--- config.mk ---
export PLATFORM = sky130hd
export DESIGN_NAME = piso_shift_register_flat
export DESIGN_NICKNAME = d
export VERILOG_FILES = /design/src/rtl/piso_shift_register_if.sv /design/src/rtl/piso_shift_register.sv /design/src/flat_wrapper.sv
export SDC_FILE = /design/constraint.sdc
export NUM_CORES = 1
export LEC_CHECK = 0
export BUFFER_PORTS_ARGS = -buffer_cell sky130_fd_sc_hd__buf_4
export CAP_MARGIN = 20
export CORE_MARGIN = 4
export CORE_UTILIZATION = 48
export DETAILED_ROUTE_END_ITERATION = 7
export GPL_TIMING_DRIVEN = 1
export HOLD_SLACK_MARGIN = 0.15
export PLACE_DENSITY = 0.74
export SYNTH_ARGS = -nofsm -noshare
export SYNTH_HDL_FRONTEND = slang
export SYNTH_SLANG_ARGS = --single-unit
--- constraint.sdc ---
create_clock -name clk -period 1.6 [get_ports clk]
set_input_delay 0.16 -clock clk [delete_from_list [all_inputs] [get_ports clk]]
set_output_delay 0.16 -clock clk [all_outputs]
set_load 0.005 [all_outputs]
--- src/rtl/piso_shift_register_if.sv ---
// Word-in / bit-out handshake bundle for piso_shift_register.
// slave = the shift register; master = its environment (word source plus bit sink).
interface piso_if #(
  parameter int WIDTH = 32
);
  logic             valid_i;
  logic [WIDTH-1:0] d_i;
  logic             ready_o;
  logic             sdata_o;
  logic             svalid_o;
  logic             sready_i;
  logic             last_o;
  logic             busy_o;

  modport master (
    output valid_i, d_i, sready_i,
    input  ready_o, sdata_o, svalid_o, last_o, busy_o
  );

  modport slave (
    input  valid_i, d_i, sready_i,
    output ready_o, sdata_o, svalid_o, last_o, busy_o
  );
endinterface

--- src/rtl/piso_shift_register.sv ---
// Parallel-in, serial-out transmitter: captures one WIDTH-bit word, then emits it a bit per accepted beat.
// Optional feature macro PISO_PARITY_EN appends an even-parity bit carrying last_o.
module piso_shift_register #(
  parameter int WIDTH     = 32,
  parameter bit MSB_FIRST = 1'b1
) (
  input  logic  clk,
  input  logic  rst_n,
  piso_if.slave bus
);
  localparam int               CNT_W    = $clog2(WIDTH);
  localparam logic [CNT_W-1:0] CNT_LAST = CNT_W'(WIDTH - 1);

`ifdef PISO_PARITY_EN
  typedef enum logic [1:0] {IDLE, SHIFT, PARITY} state_t;
`else
  typedef enum logic [0:0] {IDLE, SHIFT} state_t;
`endif

  state_t           state;
  state_t           state_nxt;
  logic [WIDTH-1:0] shreg;
  logic [CNT_W-1:0] cnt;
  logic             capture;
  logic             beat;
  logic             last_beat;

  // rst_n is active-high here: the block is held in reset while it is 1.
  assign capture   = (state == IDLE) && bus.valid_i && !rst_n;
  assign beat      = (state == SHIFT) && bus.sready_i;
  assign last_beat = beat && (cnt == CNT_LAST);

  function automatic logic [WIDTH-1:0] shift_out(input logic [WIDTH-1:0] v);
    if (MSB_FIRST) return {v[WIDTH-2:0], 1'b0};
    else           return {1'b0, v[WIDTH-1:1]};
  endfunction

  always_ff @(posedge clk) begin
    if (rst_n) state <= IDLE;
    else       state <= state_nxt;
  end

  // cnt stops at CNT_LAST so it never wraps inside a frame; capture reloads it.
  always_ff @(posedge clk) begin
    if (rst_n) begin
      shreg <= '0;
      cnt   <= '0;
    end else if (capture) begin
      shreg <= bus.d_i;
      cnt   <= '0;
    end else if (beat) begin
      shreg <= shift_out(shreg);
      if (cnt != CNT_LAST) cnt <= cnt + CNT_W'(1);
    end
  end

`ifdef PISO_PARITY_EN
  logic par;

  always_ff @(posedge clk) begin
    if (rst_n)        par <= 1'b0;
    else if (capture) par <= ^bus.d_i;
  end
`endif

  always_comb begin
    state_nxt = state;
    case (state)
      IDLE:  if (capture) state_nxt = SHIFT;
`ifdef PISO_PARITY_EN
      SHIFT:  if (last_beat) state_nxt = PARITY;
      PARITY: if (bus.sready_i) state_nxt = IDLE;
`else
      SHIFT:  if (last_beat) state_nxt = IDLE;
`endif
      default: state_nxt = IDLE;
    endcase
  end

  always_comb begin
    bus.ready_o  = 1'b0;
    bus.svalid_o = 1'b0;
    bus.sdata_o  = 1'b0;
    bus.last_o   = 1'b0;
    bus.busy_o   = 1'b0;
    case (state)
      IDLE: bus.ready_o = !rst_n;
      SHIFT: begin
        bus.svalid_o = 1'b1;
        bus.busy_o   = 1'b1;
        bus.sdata_o  = MSB_FIRST ? shreg[WIDTH-1] : shreg[0];
`ifndef PISO_PARITY_EN
        bus.last_o   = (cnt == CNT_LAST);
`endif
      end
`ifdef PISO_PARITY_EN
      PARITY: begin
        bus.svalid_o = 1'b1;
        bus.busy_o   = 1'b1;
        bus.sdata_o  = par;
        bus.last_o   = 1'b1;
      end
`endif
      default: ;
    endcase
  end
endmodule

--- src/flat_wrapper.sv ---
// flat-port wrapper written by rule: the top's interface ports become plain ports
module piso_shift_register_flat 
#(
  parameter int WIDTH     = 32,
  parameter bit MSB_FIRST = 1'b1
)
  (clk, rst_n, bus_valid_i, bus_d_i, bus_sready_i, bus_ready_o, bus_sdata_o, bus_svalid_o, bus_last_o, bus_busy_o);
  piso_if #(.WIDTH(WIDTH)) bus_i ();
  input  logic clk;
  input  logic rst_n;
  input wire logic [$bits(bus_i.valid_i)-1:0] bus_valid_i;
  input wire logic [$bits(bus_i.d_i)-1:0] bus_d_i;
  input wire logic [$bits(bus_i.sready_i)-1:0] bus_sready_i;
  output wire logic [$bits(bus_i.ready_o)-1:0] bus_ready_o;
  output wire logic [$bits(bus_i.sdata_o)-1:0] bus_sdata_o;
  output wire logic [$bits(bus_i.svalid_o)-1:0] bus_svalid_o;
  output wire logic [$bits(bus_i.last_o)-1:0] bus_last_o;
  output wire logic [$bits(bus_i.busy_o)-1:0] bus_busy_o;
  assign bus_i.valid_i = bus_valid_i;
  assign bus_i.d_i = bus_d_i;
  assign bus_i.sready_i = bus_sready_i;
  assign bus_ready_o = bus_i.ready_o;
  assign bus_sdata_o = bus_i.sdata_o;
  assign bus_svalid_o = bus_i.svalid_o;
  assign bus_last_o = bus_i.last_o;
  assign bus_busy_o = bus_i.busy_o;
  piso_shift_register #(.WIDTH(WIDTH), .MSB_FIRST(MSB_FIRST)) u_core (.clk(clk), .rst_n(rst_n), .bus(bus_i));
endmodule
Yosys cells after proc, flatten, opt, wreduce, memory -nomap -nowiden
Cells that the tools add are included.

storage, ports and cells
  output and inout bits = 5
  logic and storage cells = 24
  input port bits = 36
  flip-flop bits (word level) = 38

operators by class
  equality and inequality tests = 2
  mux-type cells = 9
  add/subtract/negate cells = 1
  reduce and logical (&&, ||, !) cells = 8
  bitwise operators = 1

operator list
  cell                 number
  $mux 32              2
  $mux 1               6
  $add 5x1->5 const B  1
  $eq 5x5->1 const B   1
  $ne 5x5->1 const B   1
  $logic_and 1x1->1    4
  $pmux 1 s2           1
  $reduce_and 2->1     1
  $reduce_bool 2->1    1
  $reduce_or 2->1      1
  $logic_not 1->1      1
  $not 1->1            1

Depth between registers and ports, before layout
  depth after elaboration = 5
  gate-level depth with buffers = 6
  mapped depth without buffers = 6

Least setup slack after synthesis
OpenSTA, ideal clock, no wires.

  kind = reg2reg
  from = register u_core.cnt[0]
  to = register u_core.cnt[3]
  path slack = -0.090 ns
  cell stages (with the launch flop) = 7
  data required time = 1.530 ns
  clock period less this slack = 1.690 ns
  setup time = 0.070 ns
  data arrival time = 1.620 ns
  cell sequence = dfxtp_1 > ha_1 > and3_1 > ha_1 > nand3b_1 > or3_1 > a21oi_1

on the way
  word-level cells in the longest chain between the ends = 2

ends and longest elaborated chain
  item                                                 line                       text
  start, declared                                      piso_shift_register.sv:23  logic [CNT_W-1:0] cnt;
  start signal, assigned                               piso_shift_register.sv:53  if (cnt != CNT_LAST) cnt <= cnt + CNT_W'(1);
  branches (longest 2 deep; another with $add 5x1->5)  n/a

Several ways; the timed one is not identified.
A chain may end at the register's enable or synchronous reset.

Worst setup path in the final report
  from = register u_core.cnt[1]
  to = register u_core.cnt[3]

Same word-level chain as after synthesis.

==> impl_metrics.json <==
{
  "synthTopCellsByCount": "nand2_1, dfxtp_1, nor2_1",
  "synth_top_cell_area_share_pct": 39.7,
  "avgViaCountPerCell": 5.23,
  "path_max_fanout": 4,
  "final_nets": 290,
  "drtPass1Iterations": 4,
  "synth.area.top_cells": "dfxtp_1, a311oi_2, nand2_1",
  "placeableCoreArea_mm2": 0.00377,
  "path_cells": "ha_4 > and3_4 > ha_4 > nand3b_1 > or3_1 > a21oi_1",
  "synth_seq_cells": 38,
  "die_y_um": 71.2,
  "min_period_ns": 1.58,
  "status": "complete, no violations",
  "skew_ns": 0.00965,
  "grt_antenna_before_repair": 0,
  "cp-start-kind": "register",
  "worst_hold_path_type": "in -> reg",
  "slew-limit-headroom_pct": 63.2,
  "overflow": 0,
  "syn2layout_area_growth_pct": 25.8,
  "cts_tree": "yes",
  "drv_slew": 0,
  "max_freq_mhz": 634,
  "grt_use_total_pct": 15.2,
  "hp-start": "bus_valid_i",
  "stdcell_count": 301,
  "dpl.hpwl_um": 2530,
  "cts_buffers": 5,
  "critical_path_required_ns": 1.81,
  "num_rows": 22,
  "rsz0062_at_grt": "yes",
  "ant_nets": 0,
  "wl_um": 3850,
  "htreeDepth": 2,
  "clk_path_buf_depth": 2,
  "slowest_delay_ns": 0.34,
  "ys.flop_type": "dfxtp_1",
  "power_mw": 2.14,
  "syn-cell-area_mm2": 0.00192,
  "crit_top_cell": "ha_4",
  "yosysMostFrequentCell": "nand2_1",
  "worstSetupEndpointType": "register",
  "rr_worst_depth": 6,
  "powerDensity_mw_per_mm2": 889,
  "crit_buf_inv": 0,
  "cpMaxStageDelayCell": "dfxtp_2",
  "p_leak_nw": 0.914,
  "setup_viol": 0,
  "antennaDiodeCount": 0,
  "drc": 0,
  "nFillCells": 319,
  "avgSynthCellArea_um2": 9.00,
  "min_period_over_period_pct": 98.6,
  "crit_family": "simple AND/OR/NAND/NOR gates",
  "tightest_slew_ns": 0.551,
  "fin_ws_ns": 0.0224,
  "clk_latency_ns": 0.28,
  "synth-edff-count": 0,
  "cap_violations": 0,
  "synth-seq-area-share_pct": 39.7,
  "r2r_end": "u_core.cnt[3]",
  "cts-root-buf": "clkbuf_8",
  "reg2reg_from": "u_core.cnt[1]",
  "wl_per_cell_um": 12.8,
  "finalHoldViolations": 0,
  "routabilityCongestion": 0.834,
  "holdPathEnd": "u_core.state",
  "die-area_mm2": 0.00507,
  "post-place-ws_ns": 0.00832,
  "synthCells": 213,
  "ir_drop_uv": 553,
  "drive_gt1_share_pct": 37.9,
  "grt_pass1_wl_um": 6440,
  "place_inst": 292,
  "synthArstFlopShare_pct": 0,
  "reg2reg_slack_ns": 0.02,
  "io_buffer_count": 40,
  "chipWidth_um": 71.2,
  "clkTransAtPathRegs_ns": 0.06,
  "initial_core_util_pct": 50.8,
  "drt_iter0_drc": 79,
  "synth.largest_area_cell": "dfxtp_1",
  "grt_max_degree": 36,
  "worstSetupPathType": "reg -> reg",
  "synthDistinctLibCells": 24,
  "synth-warning-count": 0,
  "routed-via-count": 1573,
  "holdPathStages": 3,
  "grt_pass1_vias": 1512,
  "ios": 41,
  "cts.sinks": 38,
  "postCtsHoldBufs": 0,
  "critPathArrivalTime_ns": 1.79,
  "synth_nets": 251
}
==> cells by family (layout without fill, tap and decap cells) <==
group           after synthesis  after routing  synth area share, %
mux                           3              3                 1.57
buf+inv                      21             61                 7.24
simple gates                112            112                 23.6
fa+ha+maj                     2              2                 1.31
xor+xnor                      2              2                0.914
flops                        38             38                 39.7
compound gates               35             35                 25.7
==> per-layer routing <==
| layer | vias up | GRT usage, % | wire (um) |
|---|---|---|---|
| met5 | - | 0 | 0 |
| met4 | 0 | 5.43 | 53 |
| met3 | 9 | 3.55 | 217 |
| met2 | 45 | 24.0 | 1710 |
| met1 | 707 | 20.3 | 1870 |
| li1 | 812 | - | - |
==> timing repair <==
action | CTS | global route
setup buffers | 1 | 1
setup endpoints to repair | 2 | 3
gates resized for setup | 6 | 0
pin swaps | 1 | 0
==> cells in the final DEF (no fill, tap or decap) <==
cell / Yosys / final
nor2_1: 38 / 38
or3b_2: 0 / 1
a311oi_2: 31 / 31
clkbuf_8: 0 / 5
nand3b_1: 1 / 1
and3_4: 0 / 1
a211oi_1: 1 / 1
and2_4: 0 / 1
mux2i_1: 3 / 3
clkbuf_1: 6 / 2
dfxtp_2: 0 / 2
a2bb2oi_1: 1 / 1
bufinv_16: 0 / 1
o21ai_0: 1 / 1
a21oi_1: 1 / 1
buf_12: 0 / 3
nand2_1: 63 / 63
inv_1: 1 / 1
nand4b_1: 1 / 1
nand3_1: 1 / 1
nand2b_1: 2 / 2
and2_1: 3 / 2
or3_1: 1 / 1
ha_4: 0 / 2
buf_4: 2 / 49
xor2_1: 2 / 2
dfxtp_1: 38 / 36
==> cell type report <==
type,instances,area [um2],share of cell area [%]
tap,48,60.1,2.49
timing repair buffer,52,428,17.7
clock buffer,7,76.3,3.17
inverter,1,3.75,0.156
multi-input combinational,154,1050,43.5
sequential,38,763,31.7
clock inverter,1,30.0,1.25
==> power breakdown <==
part	switching (mW)	total (mW)	internal, mW
clock	0.314	0.781	0.466
sequential	0.0291	1.03	1.01
combinational	0.159	0.328	0.169
==> state kept, by name, indices dropped and copies added (netlist names) <==
name / cells
u_core.state: 1
u_core.shreg: 32
u_core.cnt: 5
==> worst reg2reg max path: cells and delay by family, from the launching register on <==
family / cells / cell delay, ns
simple gates: 3 / 0.75
flops: 1 / 0.34
fa+ha+maj: 2 / 0.32
compound gates: 1 / 0.12
==> metrics by stage <==
| step | util (%) | hold WS, ns | cell area [um2] | TNS (ns) |
|---|---|---|---|---|
| finish | 63.9 | 0.191 | 2410 | 0 |
| global route | 63.9 | 0.200 | 2410 | -0.0979 |
| CTS | 63.7 | 0.184 | 2400 | 0 |
| detailed placement | 60.1 | 0.478 | 2270 | 0 |
| global placement | 60.1 | 0.471 | 2270 | 0 |
| floorplan | - | 0.332 | 1920 | 0 |
==> worst max-delay path by stage <==
| stage | slack (ns) | end | start | cells after the start |
|---|---|---|---|---|
| floorplan | 0.01 | u_core.cnt[3] | u_core.cnt[0] | 6 |
| global placement | 0.07 | u_core.cnt[3] | u_core.cnt[1] | 6 |
| detailed placement | 0.008 | u_core.cnt[3] | u_core.cnt[1] | 6 |
| CTS | 0.03 | u_core.cnt[3] | u_core.cnt[1] | 6 |
| global route | -0.05 | u_core.cnt[3] | u_core.cnt[1] | 6 |
| finish | 0.02 | u_core.cnt[3] | u_core.cnt[1] | 6 |
Power figures use the tool's default switching activity.
